===== src/rtl/zld_xc.sv =====
// Zero run-length decoder: expands (marker, count) token pairs into runs of zero samples.
// Optional sticky format-error flag o_err is built when ZLD_ERR_EN is defined.
module zld_xc #(
    parameter int D_W   = 3,
    parameter int CNT_W = 4
) (
    input  logic             clock,
    input  logic             reset,
    input  logic [D_W:0]     i_d,
    input  logic             i_v,
    output logic             i_b,
    output logic [D_W-1:0]   o_d,
    output logic             o_v,
    input  logic             o_b,
    output logic [1:0]       dbg_state,
    output logic [CNT_W-1:0] dbg_rem
`ifdef ZLD_ERR_EN
    ,
    output logic             o_err
`endif
);

    typedef enum logic [1:0] {
        S_LIT = 2'd0,
        S_CNT = 2'd1,
        S_RUN = 2'd2
    } state_t;

    state_t           state;
    logic [CNT_W-1:0] rem;
    logic             slot_free;
    logic             accept;
    logic [CNT_W-1:0] count;

    // Handshake: a token moves when i_v && !i_b; a sample moves when o_v && !o_b.
    // The output register accepts a new sample only when empty or being drained.
    assign slot_free = !o_v || !o_b;
    assign i_b       = !reset || !slot_free || (state == S_RUN);
    assign accept    = i_v && !i_b;
    assign count     = i_d[CNT_W-1:0];

    assign dbg_state = state;
    assign dbg_rem   = rem;

    always_ff @(posedge clock or negedge reset) begin
        if (!reset) begin
            state <= S_LIT;
            o_v   <= 1'b0;
            o_d   <= '0;
            rem   <= '0;
        end else if (slot_free) begin
            o_v <= 1'b0;
            unique case (state)
                S_LIT: begin
                    if (accept) begin
                        if (i_d[D_W-1:0] != '0) begin
                            o_d <= i_d[D_W-1:0];
                            o_v <= 1'b1;
                        end else begin
                            state <= S_CNT;
                        end
                    end
                end
                S_CNT: begin
                    if (accept) begin
                        o_d <= '0;
                        o_v <= 1'b1;
                        if (count == '0) begin
                            state <= S_LIT;
                        end else begin
                            rem   <= count;
                            state <= S_RUN;
                        end
                    end
                end
                S_RUN: begin
                    // rem counts zeros still to emit after the first; it is >= 1 here
                    o_d <= '0;
                    o_v <= 1'b1;
                    rem <= rem - CNT_W'(1);
                    if (rem == CNT_W'(1)) begin
                        state <= S_LIT;
                    end
                end
                default: state <= S_LIT;
            endcase
        end
    end

`ifdef ZLD_ERR_EN
    logic upper_set;
    assign upper_set = (i_d >> CNT_W) != '0;

    always_ff @(posedge clock or negedge reset) begin
        if (!reset) begin
            o_err <= 1'b0;
        end else if (accept) begin
            if ((state == S_LIT) && i_d[D_W]) begin
                o_err <= 1'b1;
            end
            if ((state == S_CNT) && upper_set) begin
                o_err <= 1'b1;
            end
        end
    end
`else
    logic unused_top_bit;
    assign unused_top_bit = i_d[D_W];
`endif

endmodule


===== config.mk =====
export PLATFORM = sky130hd
export DESIGN_NAME = zld_xc
export DESIGN_NICKNAME = d
export VERILOG_FILES = /design/src/rtl/zld_xc.sv
export SDC_FILE = /design/constraint.sdc
export NUM_CORES = 1
export LEC_CHECK = 0
export CELL_PAD_IN_SITES_DETAIL_PLACEMENT = 0
export CELL_PAD_IN_SITES_GLOBAL_PLACEMENT = 1
export CORE_MARGIN = 1
export CORE_UTILIZATION = 34
export CTS_CLUSTER_SIZE = 12
export DETAILED_ROUTE_END_ITERATION = 12
export GPL_TIMING_DRIVEN = 0
export HOLD_SLACK_MARGIN = 0.05
export PLACE_DENSITY = 0.78
export SYNTH_ARGS = -nofsm -noshare
export SYNTH_HDL_FRONTEND = slang
export SYNTH_SLANG_ARGS = --single-unit
export TNS_END_PERCENT = 10

===== constraint.sdc =====
create_clock -name clock -period 2.1 [get_ports clock]
set_input_delay 0.525 -clock clock [delete_from_list [all_inputs] [get_ports clock]]
set_output_delay 0.525 -clock clock [all_outputs]
set_load 0.03 [all_outputs]

* Word-level counts from Yosys, hierarchy flattened *
Cells that the tools add are included.

word-level totals
  output and inout port bits = 11
  input port bits = 8
  bits in registers = 10

operators by class
  mux-type cells = 17
  reductions and logical operators = 17
  $add $sub $neg = 1
  equality and inequality tests = 9

operator list
  cell                                                   number
  2-to-1 mux 2 bit                                       5
  inequality test 2 bit, second input constant           5
  AND reduction 5 bit                                    2
  2-to-1 mux 3 bit                                       3
  one-hot mux 3 bit (3 select lines)                     1
  2-to-1 mux 4 bit                                       2
  one-hot mux 4 bit (2 select lines)                     1
  one-hot mux 2 bit (3 select lines)                     1
  nonzero test 3 bit                                     2
  logical NOT 1 bit                                      5
  equality test 4 x 1 -> 1 bit, second input constant    1
  logical NOT 4 bit                                      1
  AND reduction 4 bit                                    1
  subtractor 4 x 1 -> 4 bit, second input constant       1
  logical OR 1 bit                                       3
  2-to-1 mux 1 bit                                       3
  one-hot mux 1 bit (3 select lines)                     1
  equality test 2 x 1 -> 1 bit, second input constant    1
  equality test 2 bit, second input constant             1
  logical NOT 2 bit                                      1
  inequality test 2 x 1 -> 1 bit, second input constant  1
  nonzero test 2 bit                                     1
  logical AND 1 bit                                      1

* Longest topological paths before layout *
  depth in word-level cells = 9
  mapped depth = 6
  depth with buffers taken out = 6

* Worst setup path after synthesis *
Ideal clock, no wire load.

  kind = register to register
  from = reg state[0] (netlist: dbg_state[0])
  to = reg rem[2] (netlist: dbg_rem[2])
  library setup time = 126 ps
  buffers on the path = 0
  cell stages (with the launch flop) = 7
  setup slack = 178 ps
  clock period less this slack = 1922 ps
  arrival = 1796 ps
  path through = dfrtp_1 > inv_1 > ha_1 > nand3b_1 > nor4_1 > a31oi_2 > a221o_1

between the ends
  cells in the longest elaborated chain, start to end = 6
  elaborated cells between the ends (all ways) = 10

ends and longest elaborated chain
  element                          RTL line  text
  from (decl)                      29        state_t state;
  from (signal assigned)           47        state <= S_LIT;
  from (signal assigned)           60        state <= S_CNT;
  from (signal assigned)           69        state <= S_LIT;
  equality test 2 bit              38, 53
  logical OR 1 bit                 38        assign i_b = !reset || !slot_free || (state == S_RUN);
  logical NOT 1 bit                39        assign accept = i_v && !i_b;
  logical AND 1 bit                39
  inequality test 2 bit (no line)  --
  AND reduction 4 bit (no line)    --
  to (signal assigned)             71        rem <= count;
  to (signal assigned)             80        rem <= rem - CNT_W'(1);
  to (decl)                        30        logic [CNT_W-1:0] rem;

Several ways; a longest one is shown, not always the timed one.
A chain may end at the register's enable or synchronous reset.

* Final worst setup path *
  from = in o_b
  to = out i_b

between the ends
  cells in the longest elaborated chain, start to end = 5

ends and longest elaborated chain
  element                        RTL line  text
  from (decl)                    14        input logic o_b,
  logical NOT 1 bit              37        assign slot_free = !o_v || !o_b;
  logical OR 1 bit               37
  logical NOT 1 bit              38
  logical OR 1 bit (2 in a row)  38
  to (decl)                      11        output logic i_b,

Every way passes these cells.

==> impl_results.md <==
* GRT Residual Overflow at 0
* H-tree levels at 1
* Worst r2r dst: dbg_state[1]
* Initial DRT Pass Iterations at 5
* Power per cell area at around 1400 mW/mm^2
* R2R Path Start: dbg_state[0]
* Max cap viols at 0
* Bufs on Longest Clock Path at 2
* Simple-gate area share of the yosys netlist at 0.212
* N_diodes at 0
* WL/cell at approximately 13 um
* IO buf count at 18
* Placer's final routability congestion estimate at 0.825
* Post-synthesis compound-gate area fraction at 0.158
* Synthesized area at a little under 700 um^2
* Placed insts at between 100 and 150
* Synthesized net count at 84
* Crit path time final at 2070 ps
* CP Data Required Time at 1570 ps
* CTS tree: yes
* Critical Path Fanout Max at 5
* Die Footprint at approximately 0.0022 mm^2
* Post-route insts no fill at roughly 120
* Iteration-0 DRC Markers at 15
* All-Layer GR Usage at 0.167
* Max_slew headroom at 0.700
* Std-Cell Rows at 15
* Fmax at approximately 0.48 GHz
* Post-synthesis mux area share at 0.0958
* Synth Instances at 70
* Clk sink count at 10
* Fin Clk Skew at roughly 11 ps
* CTS Root Cell: clkbuf_4
* Worst skew pair latency at roughly 270 ps
* Hold buffers post-CTS at 0
* Setup TNS at 0 ps
* Max IR drop VDD at between 0.6 and 0.7 mV
* XOR/XNOR share of the synthesized area at 0
* CTS buffer count at 3
* Worst-path clk slew at approximately 70 ps
* Most frequent cells in the layout: clkdlybuf4s50_1 (16), dfrtp_1 (10), inv_1 (7)
* Kind of critical path: in2out
* Vert. Die Dim at between 40 and 50 um
* Post-synth top area share at 0.368
* Final hold viol count at 0
* CP endpoint kind: output port
* Final setup margin at around 28 ps
* Vias in the first global route at roughly 570
* Die W at 46.7 um
* Antenna Violating Nets Remaining at 0
* Post-synthesis sequential area ratio at 0.368
* RSZ-0062 raised after global routing: yes
* HP Class: in2async
* I/O pin total at 19
* Reg-to-reg setup timing slack at 210 ps
* Max-slew violations at 0
* Worst-Margin Slew at 447 ps
* Drt via density at 5.21
* Dpl hpwl at between 1000 and 1500 um
* Syn avg cell area at a little under 10 um^2
* Area leader, netlist: dfrtp_1
* Initial antenna violation count at 0
* Leak at 0.000401 uW
* Post-Synth Adder-Cell Area at 0.110
* Area growth syn-to-layout at 35.0%
* Post-placement setup slack at -600 ps
* Syn. warnings at 0
* Setup violations, final at 0
* Via count of the routed design at a little over 600
* Area of the multi-input gates at 392 um^2
* Dominant cells by area after synthesis: dfrtp_1 (37%), ha_1 (11%), mux2_1 (6.6%)
* Post-synthesis cell type count at 29
* R2R cell count at 6
* Crit. Startpoint: o_b
* Layout cells sized above 1 at 0.120
* Commonest non-fill, non-tap cell in the layout: clkdlybuf4s50_1
* Tcrit/Tclk final at 0.987
* NumNets Final at approximately 110
* DR DRC count at 0
* CP Launch Type: primary input
* Storage cell area at 250 um^2
* Largest family of logic cells by synthesized area: simple AND/OR/NAND/NOR gates
* Initial Util at 0.377
* Core area at roughly 0.0018 mm^2
* Detailed Route WL at ~1600 um
* Fillers at 177
* Status: finished clean
* Pin count of the biggest net entering global routing at 13
* Yosys reg bits at 10
* First-pass GRT wire length at approximately 2500 um
* CP arrival at between 1500 and 2000 ps
[state kept, by name, summed over array words and instances, names as in the netlist]
register,cells
dbg_state,2
dbg_rem,4
o_v,1
o_d,3
[worst max-delay path: stages]
cell and delay, ps:
clkdlybuf4s50_1 470, nand2_1 130, nand3b_1 120, clkdlybuf4s15_2 300
[cell families after synthesis]
family                   Yosys count
AO/OA/AOI/OAI                     15
adder cells (fa/ha/maj)            6
buffers and inverters              9
flip-flops                        10
multiplexers                       6
AND/OR/NAND/NOR                   24
[per-stage QoR]
| step | hold WS (ps) | area, um^2 | total power (uW) | utilization |
|---|---|---|---|---|
| final | 122 | 917 | 1320 | 0.509 |
| after global routing | 157 | 917 | 1420 | 0.509 |
| after CTS | 323 | 922 | 1330 | 0.512 |
| after detailed placement | 485 | 891 | 1180 | 0.494 |
| after global placement | 483 | 891 | 1170 | 0.494 |
| after floorplan | 229 | 679 | 893 | - |
[timing repair]
action,in CTS,in global routing
gates resized for setup,5,1
setup buffers,1,0
setup endpoints to repair,10,8
gates cloned,0,0
[worst max path at each step]
stage / end / slack (ps)
after floorplan: dbg_rem[2] / 180
after CTS: i_b / -0.6
after detailed placement: i_b / -600
after global routing: o_d[0] / -50
after global placement: i_b / -580
final: i_b / 30
[cells in the mapped netlist, drive strengths merged]
master / n
a21oi: 5
a221o: 1
a221oi: 1
a222oi: 1
a31oi: 1
and2: 1
buf: 1
dfrtp: 10
ha: 6
inv: 8
mux2: 4
mux2i: 2
nand2: 2
nand2b: 2
nand3b: 2
nand4: 1
nand4b: 1
nor2: 3
nor2b: 3
nor3: 3
nor4: 3
nor4b: 1
o21a: 1
o21ai: 4
o31ai: 1
or2: 1
or3b: 1
[report_power, final]
part | switching, uW | internal, uW | leakage (uW)
Sequential | 72.0 | 281 | 0.000122
Clock | 69.4 | 66.2 | 0.0000138
Combinational | 470 | 366 | 0.000265
Total | 611 | 713 | 0.000401
[layer usage]
| metal | vias up | wire length, um | GRT usage |
|---|---|---|---|
| met4 | 0 | 23 | 0.0800 |
| met5 | - | 0 | 0 |
| met3 | 6 | 61 | 0.0353 |
| li1 | 298 | - | - |
| met1 | 288 | 720 | 0.232 |
| met2 | 18 | 755 | 0.244 |
[area by class of cell]
cell class	instances	area share
sequential	10	0.273
tap	25	0.0341
timing repair buffer	19	0.201
inverter	8	0.0327
clock buffer	3	0.0246
multi-input combinational	51	0.427
buffer	1	0.00819
No activity file was read; power rests on OpenSTA's default activity.
==> RTL change (same settings) <==
Put one more register stage on the output `dbg_state`, cleared by the reset. The value now appears one clock later. The other outputs are not delayed to match.
--- a/src/rtl/zld_xc.sv
+++ b/src/rtl/zld_xc.sv
@@ -41,3 +41,9 @@
 
-    assign dbg_state = state;
+    always_ff @(posedge clock or negedge reset) begin
+        if (!reset) begin
+            dbg_state <= '0;
+        end else begin
+            dbg_state <= state;
+        end
+    end
     assign dbg_rem   = rem;
Formal check against the unedited RTL: not equivalent (a bounded check fails within 4 cycles, from zero or initial values and one cycle with reset low).
==> RTL change against the unedited design <==
  * Worst setup slack improved by 61 ps
  * Wire length decreased by 3.2%
  * Design area increased by 8.0%
  * Sequential cell count increased by 2
  * Total power increased by 18%
  * Register-to-register slack got worse by 90 ps
  * Core utilization decreased by 1.9 points
  * Combinational power increased by 19%
  * Area after synthesis increased by 11%
  * Sequential share of layout area increased by 3.0 points
  * Largest power group unchanged
==> RTL change: results <==
[worst_setup_path]
path_delay_family = compound AO/OA/AOI/OAI gates
r2r_start = state[1]$_DFFE_PN0P_
crit_type = in -> reg
worstPathMaxFanout = 6
endpoint = o_d[0]$_DFFE_PN0P_
reg2reg_slack_ps = 120
critical_path_arrival_ps = 2160
ff2ff_path_depth = 7

[logic_synthesis]
synth_adder_area_share_pct = 9.98
synth_commonest_cells = 12 x dfrtp_1, 7 x inv_1, 6 x ha_1, 6 x nor2_1, 4 x nand2_1
synthArstFlopShare_pct = 100
synth.distinct_cells = 32
yosysSeqAreaShare_pct = 39.9
synth_mux_area_share_pct = 7.32
synth-compound-area-share_pct = 20.1
synth.area.top_cells = dfrtp_1 40%, ha_1 10%, mux2_4 6.0%, a221oi_4 3.5%, inv_1 3.5%
syn_nets = 85

[finish]
fin_nets = 109
layout-drive-gt1-share_pct = 21.5

[timing]
tightest_slew_ps = 343
fin_skew_ps = 11.9

[power_and_ir_drop]
p_leak_nw = 0.430
peakVddDrop_mv = 0.696

[placement]
place_ws_ps = -794
placed_area_um2 = 966
portBuffers = 18
place_hpwl_mm = 1.12
place_congestion = 0.732

[global_route]
grt_use_met3_pct = 4.98
grt_pass1_vias = 569
gr-usage-all-layers_pct = 15.1
grt_max_degree = 14
grt_first_pass_wirelength_mm = 2.73
use_met1_pct = 20.2

[route]
first_pass_iters = 4
drtIter0Drc = 3
met2_length_um = 701
met1_length_um = 719
dr_wl_met3_um = 71
post_drt_wl_per_cell_um = 12.6

[status]
outcome = finished, final reports clean
[RTL change: changes by cell type after synthesis, sizes merged, moves of 2 or more]
cell    before  now
a21oi        5    3
dfrtp       10   12
nand2        2    5
nand2b       2    0
nand3        0    2
nand3b       2    0
nor2         3    6
nor3         3    1
nor4         3    0
o221ai       0    3
[RTL change: what timing repair did]
action / CTS / global route
buffers inserted: 1 / 0
pin swaps: 0 / 3
gates resized for setup: 7 / 5
hold buffers: 0 / 0
endpoints found under the setup margin: 10 / 4
[RTL change: metrics by stage]
step	instances	TNS, ps	hold slack [ps]
after floorplan	71	0	229
after global placement	116	-5750	437
after detailed placement	116	-6040	423
after CTS	120	0	231
after global routing	120	0	135
final	120	0	118
[RTL change: report_power, final]
part	switching [mW]	total, mW	internal [mW]
sequential	0.0874	0.427	0.340
combinational	0.539	0.998	0.459
clock	0.0751	0.142	0.0665
[RTL change: layout make-up]
cell class	instances	area (µm²)
Sequential cell	12	300
Buffer	2	16.3
Fill cell	203	1030
Inverter	7	26.3
Timing Repair Buffer	19	178
Multi-Input combinational cell	50	414
Tap cell	27	33.8
Clock buffer	3	22.5
[RTL change: worst min-delay path by stage]
stage                               startpoint                      to  cells past startpoint
after global placement    state[1]$_DFFE_PN0P_  dbg_state[1]$_DFF_PN0_                      0
after CTS                                reset  dbg_rem[3]$_DFFE_PN0P_                      1
after global routing                     reset  dbg_rem[3]$_DFFE_PN0P_                      1
after floorplan                          reset  dbg_rem[0]$_DFFE_PN0P_                      0
final                                    reset  dbg_rem[3]$_DFFE_PN0P_                      1
after detailed placement  state[1]$_DFFE_PN0P_  dbg_state[1]$_DFF_PN0_                      0
[RTL change: kinds of logic after synthesis]
group           after synthesis
fa+ha+maj                     6
flops                        12
compound gates               18
simple gates                 22
mux                           4
buf+inv                       9
